===== src/rtl/imm_decode_queue_if.sv =====
// Bus bundle for imm_decode_queue.
//   Upstream side : in_valid_i, in_ready_o, insn_i, pc_i
//   Downstream side: out_valid_o, out_ready_i, insn_o, pc_o, imm_o, imm_type_o, illegal_o
//   master - the environment around the queue. It feeds instructions and consumes decoded entries.
//   slave  - the queue itself.
// The _i/_o suffixes are named from the queue's point of view.
interface imm_decode_queue_if #(
  parameter int XLEN   = 32,
  parameter int AWIDTH = 32
);
  logic              in_valid_i;
  logic              in_ready_o;
  logic [31:0]       insn_i;
  logic [AWIDTH-1:0] pc_i;
  logic              out_valid_o;
  logic              out_ready_i;
  logic [31:0]       insn_o;
  logic [AWIDTH-1:0] pc_o;
  logic [XLEN-1:0]   imm_o;
  logic [2:0]        imm_type_o;
  logic              illegal_o;

  modport master (
    output in_valid_i, insn_i, pc_i, out_ready_i,
    input  in_ready_o, out_valid_o, insn_o, pc_o, imm_o, imm_type_o, illegal_o
  );

  modport slave (
    input  in_valid_i, insn_i, pc_i, out_ready_i,
    output in_ready_o, out_valid_o, insn_o, pc_o, imm_o, imm_type_o, illegal_o
  );
endinterface


===== src/rtl/imm_decode_queue.sv =====
// imm_decode_queue
// This is a decode-stage immediate generator placed in front of a small valid/ready FIFO.
// Each accepted {insn, pc} is decoded when it is enqueued. Decoding produces:
//   - an XLEN-wide sign-extended immediate
//   - the immediate type
//   - the illegal flag
// The decoded entry is then held until downstream consumes it.
// Ports:
//   clk      - clock; all state changes on the rising edge
//   rst      - synchronous, active-high reset
//   flush_i  - drops every queued entry and the entry being offered this cycle
//   bus_io   - imm_decode_queue_if.slave carrying both handshakes and the head entry
// Parameters:
//   XLEN       - 32 or 64
//   AWIDTH     - pc width
//   DEPTH      - number of queue entries; a power of two, at least 2
//   SHAMT_ZEXT - when 1, OP-IMM and OP-IMM-32 shifts return the zero-extended shamt
module imm_decode_queue #(
  parameter int XLEN       = 32,
  parameter int AWIDTH     = 32,
  parameter int DEPTH      = 2,
  parameter int SHAMT_ZEXT = 0
) (
  input logic                  clk,
  input logic                  rst,
  input logic                  flush_i,
  imm_decode_queue_if.slave    bus_io
);

  localparam int PW = $clog2(DEPTH);
  localparam logic [PW:0] FULL_CNT = (PW+1)'(DEPTH);

  localparam logic [2:0] T_NONE = 3'd0;
  localparam logic [2:0] T_I    = 3'd1;
  localparam logic [2:0] T_S    = 3'd2;
  localparam logic [2:0] T_B    = 3'd3;
  localparam logic [2:0] T_U    = 3'd4;
  localparam logic [2:0] T_J    = 3'd5;

  typedef struct packed {
    logic [31:0]       insn;
    logic [AWIDTH-1:0] pc;
    logic [XLEN-1:0]   imm;
    logic [2:0]        imm_type;
    logic              illegal;
  } entry_t;

  // Every RV32 immediate form keeps its sign in bit 31.
  // Widening to XLEN therefore replicates bit 31 into the upper bits.
  function automatic logic [XLEN-1:0] sext32(input logic [31:0] v);
    logic [XLEN-1:0] r;
    r       = {XLEN{v[31]}};
    r[31:0] = v;
    return r;
  endfunction

  // ---------------- decoder (enqueue side) ----------------
  logic [31:0]     insn;
  logic [6:0]      opcode;
  logic [2:0]      funct3;
  logic            is_shift;
  logic [XLEN-1:0] dec_imm;
  logic [2:0]      dec_type;
  logic            dec_ill;

  assign insn     = bus_io.insn_i;
  assign opcode   = insn[6:0];
  assign funct3   = insn[14:12];
  assign is_shift = (funct3 == 3'b001) || (funct3 == 3'b101);

  always_comb begin
    dec_imm  = '0;
    dec_type = T_NONE;
    dec_ill  = 1'b0;
    // All mapped opcodes end in 2'b11.
    // A compressed or garbage encoding therefore falls through to default and is flagged illegal.
    case (opcode)
      7'b0110111, 7'b0010111: begin  // LUI, AUIPC
        dec_type = T_U;
        dec_imm  = sext32({insn[31:12], 12'b0});
      end
      7'b1101111: begin  // JAL
        dec_type = T_J;
        dec_imm  = sext32({{11{insn[31]}}, insn[31], insn[19:12], insn[20], insn[30:21], 1'b0});
      end
      7'b1100111, 7'b0000011, 7'b0001111, 7'b1110011: begin  // JALR, LOAD, MISC-MEM, SYSTEM
        dec_type = T_I;
        dec_imm  = sext32({{20{insn[31]}}, insn[31:20]});
      end
      7'b0010011: begin  // OP-IMM
        dec_type = T_I;
        if (SHAMT_ZEXT != 0 && is_shift) begin
          // On RV64 the shamt field is 6 bits wide; on RV32 it is 5 bits.
          if (XLEN == 64) dec_imm[5:0] = insn[25:20];
          else            dec_imm[4:0] = insn[24:20];
        end else begin
          dec_imm = sext32({{20{insn[31]}}, insn[31:20]});
        end
      end
      7'b0100011: begin  // STORE
        dec_type = T_S;
        dec_imm  = sext32({{20{insn[31]}}, insn[31:25], insn[11:7]});
      end
      7'b1100011: begin  // BRANCH
        dec_type = T_B;
        dec_imm  = sext32({{19{insn[31]}}, insn[31], insn[7], insn[30:25], insn[11:8], 1'b0});
      end
      7'b0110011: begin  // OP: register-register, no immediate
        dec_type = T_NONE;
      end
      7'b0011011: begin  // OP-IMM-32, RV64 only
        if (XLEN == 64) begin
          dec_type = T_I;
          if (SHAMT_ZEXT != 0 && is_shift) dec_imm[4:0] = insn[24:20];
          else                             dec_imm = sext32({{20{insn[31]}}, insn[31:20]});
        end else begin
          dec_ill = 1'b1;
        end
      end
      7'b0111011: begin  // OP-32, RV64 only
        if (XLEN != 64) dec_ill = 1'b1;
      end
      default: dec_ill = 1'b1;
    endcase
  end

  // ---------------- queue control ----------------
  logic [PW:0]   count_q, count_d;
  logic [PW-1:0] rd_ptr_q, rd_ptr_d;
  logic [PW-1:0] wr_ptr_q, wr_ptr_d;
  entry_t        mem_q [DEPTH];
  entry_t        head;
  logic          enq, deq;

  // Ready depends only on occupancy.
  // A full queue refuses a new entry even if the head is leaving in the same cycle.
  assign bus_io.in_ready_o  = (count_q != FULL_CNT);
  assign bus_io.out_valid_o = (count_q != '0);
  assign enq = bus_io.in_valid_i  & bus_io.in_ready_o;
  assign deq = bus_io.out_valid_o & bus_io.out_ready_i;

  always_comb begin
    count_d  = count_q;
    rd_ptr_d = rd_ptr_q;
    wr_ptr_d = wr_ptr_q;
    if (flush_i) begin
      count_d  = '0;
      rd_ptr_d = '0;
      wr_ptr_d = '0;
    end else begin
      if (enq) wr_ptr_d = wr_ptr_q + 1'b1;  // wraps: DEPTH is a power of two
      if (deq) rd_ptr_d = rd_ptr_q + 1'b1;
      if (enq && !deq)      count_d = count_q + 1'b1;
      else if (!enq && deq) count_d = count_q - 1'b1;
    end
  end

  always_ff @(posedge clk) begin
    if (rst) begin
      count_q  <= '0;
      rd_ptr_q <= '0;
      wr_ptr_q <= '0;
      for (int i = 0; i < DEPTH; i++) mem_q[i] <= '0;
    end else begin
      count_q  <= count_d;
      rd_ptr_q <= rd_ptr_d;
      wr_ptr_q <= wr_ptr_d;
      if (enq && !flush_i) begin
        mem_q[wr_ptr_q] <= '{insn:     insn,
                             pc:       bus_io.pc_i,
                             imm:      dec_imm,
                             imm_type: dec_type,
                             illegal:  dec_ill};
      end
    end
  end

  // The head is read combinationally.
  // When the queue is empty, the outputs show whatever slot rd_ptr points at.
  // That value is stale but stable.
  assign head               = mem_q[rd_ptr_q];
  assign bus_io.insn_o      = head.insn;
  assign bus_io.pc_o        = head.pc;
  assign bus_io.imm_o       = head.imm;
  assign bus_io.imm_type_o  = head.imm_type;
  assign bus_io.illegal_o   = head.illegal;

endmodule


===== src/flat_wrapper.sv =====
// flat-port wrapper written by rule: the top's interface ports become plain ports
module imm_decode_queue_flat 
#(
  parameter int XLEN       = 32,
  parameter int AWIDTH     = 32,
  parameter int DEPTH      = 2,
  parameter int SHAMT_ZEXT = 0
)
  (clk, rst, flush_i, bus_io_in_valid_i, bus_io_insn_i, bus_io_pc_i, bus_io_out_ready_i, bus_io_in_ready_o, bus_io_out_valid_o, bus_io_insn_o, bus_io_pc_o, bus_io_imm_o, bus_io_imm_type_o, bus_io_illegal_o);
  imm_decode_queue_if #(.XLEN(XLEN), .AWIDTH(AWIDTH)) bus_io_i ();
  input logic clk;
  input logic rst;
  input logic flush_i;
  input wire logic [$bits(bus_io_i.in_valid_i)-1:0] bus_io_in_valid_i;
  input wire logic [$bits(bus_io_i.insn_i)-1:0] bus_io_insn_i;
  input wire logic [$bits(bus_io_i.pc_i)-1:0] bus_io_pc_i;
  input wire logic [$bits(bus_io_i.out_ready_i)-1:0] bus_io_out_ready_i;
  output wire logic [$bits(bus_io_i.in_ready_o)-1:0] bus_io_in_ready_o;
  output wire logic [$bits(bus_io_i.out_valid_o)-1:0] bus_io_out_valid_o;
  output wire logic [$bits(bus_io_i.insn_o)-1:0] bus_io_insn_o;
  output wire logic [$bits(bus_io_i.pc_o)-1:0] bus_io_pc_o;
  output wire logic [$bits(bus_io_i.imm_o)-1:0] bus_io_imm_o;
  output wire logic [$bits(bus_io_i.imm_type_o)-1:0] bus_io_imm_type_o;
  output wire logic [$bits(bus_io_i.illegal_o)-1:0] bus_io_illegal_o;
  assign bus_io_i.in_valid_i = bus_io_in_valid_i;
  assign bus_io_i.insn_i = bus_io_insn_i;
  assign bus_io_i.pc_i = bus_io_pc_i;
  assign bus_io_i.out_ready_i = bus_io_out_ready_i;
  assign bus_io_in_ready_o = bus_io_i.in_ready_o;
  assign bus_io_out_valid_o = bus_io_i.out_valid_o;
  assign bus_io_insn_o = bus_io_i.insn_o;
  assign bus_io_pc_o = bus_io_i.pc_o;
  assign bus_io_imm_o = bus_io_i.imm_o;
  assign bus_io_imm_type_o = bus_io_i.imm_type_o;
  assign bus_io_illegal_o = bus_io_i.illegal_o;
  imm_decode_queue #(.XLEN(XLEN), .AWIDTH(AWIDTH), .DEPTH(DEPTH), .SHAMT_ZEXT(SHAMT_ZEXT)) u_core (.clk(clk), .rst(rst), .flush_i(flush_i), .bus_io(bus_io_i));
endmodule

===== config.mk =====
export PLATFORM = sky130hd
export DESIGN_NAME = imm_decode_queue_flat
export DESIGN_NICKNAME = d
export VERILOG_FILES = /design/src/rtl/imm_decode_queue_if.sv /design/src/rtl/imm_decode_queue.sv /design/src/flat_wrapper.sv
export SDC_FILE = /design/constraint.sdc
export NUM_CORES = 1
export LEC_CHECK = 0
export CAP_MARGIN = 10
export CORE_UTILIZATION = 47
export DETAILED_ROUTE_END_ITERATION = 10
export GPL_TIMING_DRIVEN = 0
export HOLD_SLACK_MARGIN = 0.05
export PLACE_DENSITY = 0.72
export SLEW_MARGIN = 40
export SYNTH_ARGS = -nofsm -noshare
export SYNTH_HDL_FRONTEND = slang
export SYNTH_SLANG_ARGS = --single-unit

===== constraint.sdc =====
create_clock -name clk -period 5.2 [get_ports clk]
set_input_delay 1.04 -clock clk [delete_from_list [all_inputs] [get_ports clk]]
set_output_delay 1.04 -clock clk [all_outputs]
set_load 0.05 [all_outputs]

# After elaboration in Yosys (flattened, before gate mapping)
# Memory sizes are Yosys's and may differ from the RTL's. A register that Yosys moved wholly into a read port is not among the register bits.
# Index checks and enable logic that the tools add are counted.
# totals
register_bits	4
mem_bits_rw	200
in_bits	69
out_inout_bits	102
wordCells	50
mem_count	1
# mem_list
memory	words	width	read_ports	rd_clocked_by_memory_dff	write_ports	line_no	rtl
u_core.mem_q	2	100	1	1	2	imm_decode_queue.sv:131	entry_t mem_q [DEPTH];
# classes
add_sub_neg	4
eq_ne	12
n_mux	15
bitwise_logic	2
reduce_logical	13
# ops
operator	n
case mux 32 bit (5 select lines)	1
two-way mux 100 bit	1
OR reduction 100 bit	1
== test 7 bit (second input constant)	4
== test 7 x 6 -> 1 bit (second input constant)	3
case mux 3 bit (5 select lines)	1
== test 7 x 5 -> 1 bit (second input constant)	2
OR reduction 11 bit	1
two-way mux 1 bit	10
== test 7 x 2 -> 1 bit (second input constant)	1
== test 7 x 4 -> 1 bit (second input constant)	1
OR reduction 5 bit	1
two-way mux 2 bit	2
nonzero test 2 bit	2
OR reduction 2 bit	2
logical AND 1 bit	3
zero test 1 bit	3
adder 1 bit (second input constant)	2
adder 2 x 1 -> 2 bit (second input constant)	1
AND 1 bit	2
inequality test 2 bit (second input constant)	1
subtractor 2 x 1 -> 2 bit (second input constant)	1

# Depth between registers and ports, before layout
# depth
depth_word	8
mapped_depth	7
depth_no_buf	6

# Worst setup path after synthesis
# No wires, ideal clock.
# synth_timing
path_type	input-to-reg
start	input flush_i
end	memory u_core.mem_q[0][0] (netlist bit) (enable)
setup_time_ns	0.416
arrival_ns	3.034
required_ns	4.784
path_slack_ns	1.750
cell_stages	5
n_path_buf	2
path_cell_list	nor2_1 and4b_1 buf_2 clkbuf_1 or2_2
# synth_lines
item	line_no	rtl
start: declaration	flat_wrapper.sv:13	input logic flush_i;
end: declaration	imm_decode_queue.sv:131	

==> run summary <==
Die area - 0.0206 sq mm
DRT antenna net count - 0
Detailed router's first-iteration violation count - 444
FF/Latch Area - 0.00611 sq mm
Reg-to-Reg End - u_core.mem_q[0][86]
Mux cell area share after synthesis - 12.1%
Max Cap Violations - 0
Met3 WL post-DR - 1.47 mm
# setup viols final - 0
Xor-xnor portion of the synthesized cell area - 0.465%
Worst Skew - 0.0147 ns
Critical path type - reg2out
R2R Setup Slk - 2.64 ns
Max IR drop VDD - 197 uV
Area delta synth->final - 30.4%
Worst-path fanout max - 10
# IOs - 171
Critical Path, Cell by Cell - clkbuf_1 > buf_2 > mux2_2 > clkdlybuf4s50_1
Hold Path Depth - 2
Residual DRC - 0
Hold WS - 0.510 ns
FP Rows - 51
Port Buffers - 170
CP max stage cell - clkdlybuf4s50_1
Max Used Layer - met4
Worst slack, placed - 1.44 ns
Largest stage delay, worst path - 0.71 ns
Area fraction in and, or, nand and nor cells after synthesis - 13.5%
Clock Latency Late Sink - 0.50 ns
# resized after CTS - 0
Slew Viols, Final - 0
CP top delay family - buffers and inverters
Hold Crit Endpoint - u_core.rd_ptr_q
Synth Area in Compound Gates - 5.62%
Clock transition at path regs - 0.06 ns
Post-DP HPWL - 15.5 mm
Worst slew pin tran - 0.739 ns
Clock sink count - 205
H-tree depth - 1
Synth Flop Type - edfxtp_1
Setup bufs post-CTS - 0
CTS tree - built
EDFF count, synth - 200
Die X - 144 um
R2r worst-path depth - 6
Root Buffer - clkbuf_16
Worst hold start - u_core.rd_ptr_q
Vias in the first global route - 6266
Post-Syn Nets - 738
Top cell type by total area after synthesis - edfxtp_1
Final Wtd Congestion - 0.906
Setup TNS - 0 ns
Global Route Usage Sum - 21.9%
Total number of vias - 6103
Outcome - completed
Flops & latches, synth - 205
Leakage - 4.39 nW
Synth cell types - 51
CP Capture Type - output pin
Critical Path Start Type - flop
Gr ovfl total - 0
Setup WS post-layout - 1.42 ns
Final Cycle Share - 72.6%
Layout Cells excl Fill - 1145
Max-slew headroom - 50.4%
Reg-to-reg critical path startpoint - u_core.count_q[0]
CP Data Required Time - 4.16 ns
First-pass GRT wire length - 34.0 mm
Max clock buf depth - 3
CTS Buf Count - 22
Die Ht - 144 um
Yosys warning count - 0
Avg Cell Area, Syn - 14.1 sq um
Final Critical Period - 3.78 ns
Wire length per cell - 19.4 um
Area of the multi-input gates - 0.00300 sq mm
Yosys top cell area share - 63.7%
Asr flop ratio synth - 0%
Fillers - 1484
Largest family of logic cells by synthesized area - simple AND/OR/NAND/NOR gates
Fmax achieved - 265 MHz
Final WL - 22.2 mm
Worst min-delay path class - reg2reg
Initial Util - 48.1%
Via-per-instance ratio - 5.33
PD cells - 338 mW/mm^2
Syn Std Cell Area - 0.00943 sq mm
Initial antenna violation count - 0
Hold Fails Final Rpt - 0
Core Area - 0.0196 sq mm
Post-Route M1 WL - 9.25 mm
Post-synthesis adder-cell area fraction - 0.133%
Antenna Cells - 0
CP arrival - 2.74 ns
Largest net degree at the start of global routing - 40
# nets final - 936
RSZ-0062 raised after global routing - false
Synthesized instance count - 668
# hold bufs at CTS - 0
Proportion of layout cells with a drive suffix above 1 - 22.6%
Sequential element share of the synthesized area - 64.8%
TritonRoute pass-1 iters - 5
Met2 wire len - 11.2 mm
Placed instance count - 1107
WP buf/inv - 3
Synth top area cells - edfxtp_1 (64%), mux2_2 (12%), and2_1 (7.4%)
## cell type report
type                    instances  area share [%]
flip-flops and latches        205            49.7
multi-input cells             401            24.4
repair buffers                174            14.5
clock buffers                  27            4.81
well taps                     265            2.70
plain buffers                  50            2.25
clock inverters                11            1.27
inverters                      12           0.366
## kinds of logic after synthesis
kind of cell | after synthesis
AND/OR/NAND/NOR | 218
adder cells (fa/ha/maj) | 1
multiplexers | 101
flip-flops | 205
buffers and inverters | 62
AO/OA/AOI/OAI | 76
XOR/XNOR | 5
## tightest hold or removal path, cell delays in order (launching register included)
cell	delay, ns
dfxtp_1	0.32
xor2_1	0.08
nor2_1	0.07
## layout by cell type, fill, tap and decap left out, drive strengths merged, types with 2 or more instances in the layout
master,instances
o32ai,12
buf,38
o22ai,2
nor2,37
bufinv,4
clkinv,6
nor3,15
o21ai,14
nand2,15
edfxtp,200
inv,12
a31oi,9
clkdlybuf4s50,170
nand3b,3
a211oi,2
xnor2,2
dfxtp,5
nor2b,2
mux2,101
clkbuf,43
xor2,3
a21oi,22
or2,5
nand3,21
o211ai,4
o2bb2ai,2
and2,112
## how the worst max path moves through the flow
stage / start / end / depth (start not counted)
floorplan: flush_i / u_core.mem_q[0][0] / 5
global placement: rst / u_core.mem_q[1][95] / 6
detailed placement: rst / u_core.mem_q[0][86] / 7
CTS: flop / bus_io_imm_o[4] / 4
global route: flop / bus_io_insn_o[22] / 4
finish: flop / bus_io_imm_o[4] / 4
## layer usage
metal | track usage (%) | up-vias
met3 | 3.33 | 25
met4 | 5.66 | 0
met2 | 37.5 | 238
met1 | 29.2 | 2979
li1 | - | 2861
met5 | 0 | -
## power breakdown
part	internal (mW)	switching, mW	leakage, nW	total [mW]
Combinational	0.231	0.391	1.91	0.622
Sequential	1.90	0.0205	2.12	1.92
Clock	1.00	0.612	0.359	1.61
Total	3.13	1.02	4.39	4.15
## flip-flops by register name, indices dropped and copies added, names as in the netlist, named ones only
signal,count
u_core.count_q,2
u_core.mem_q,200
u_core.rd_ptr_q,1
u_core.wr_ptr_q,1
## Yosys cell counts (2+ instances only)
library cell    n
nor3_1          3
a21oi_1        19
o32ai_1        12
buf_2          23
a211oi_1        2
or2_2           4
and2_1        112
edfxtp_1      200
o211ai_1        4
clkbuf_1       16
nor2b_1         2
nand3b_1        3
mux2_2        101
o21ai_1         3
nor2_1         37
inv_1          11
nor3_2         12
dfxtp_1         5
o2bb2ai_1       2
o21ai_2         4
a21oi_2         3
nand2_1        15
a31oi_1         9
o21ai_0         7
xor2_1          3
xnor2_1         2
buf_6           5
buf_4           6
nand3_1        21
## per-stage QoR
step	util (%)	area (sq um)	power (mW)
detailed placement	58.9	11500	2.57
finish	62.7	12300	4.15
global route	62.7	12300	4.28
global placement	58.5	11500	2.55
floorplan	-	9430	2.33
CTS	62.7	12300	4.18
Note: power is estimated with default switching activity, not from simulation.
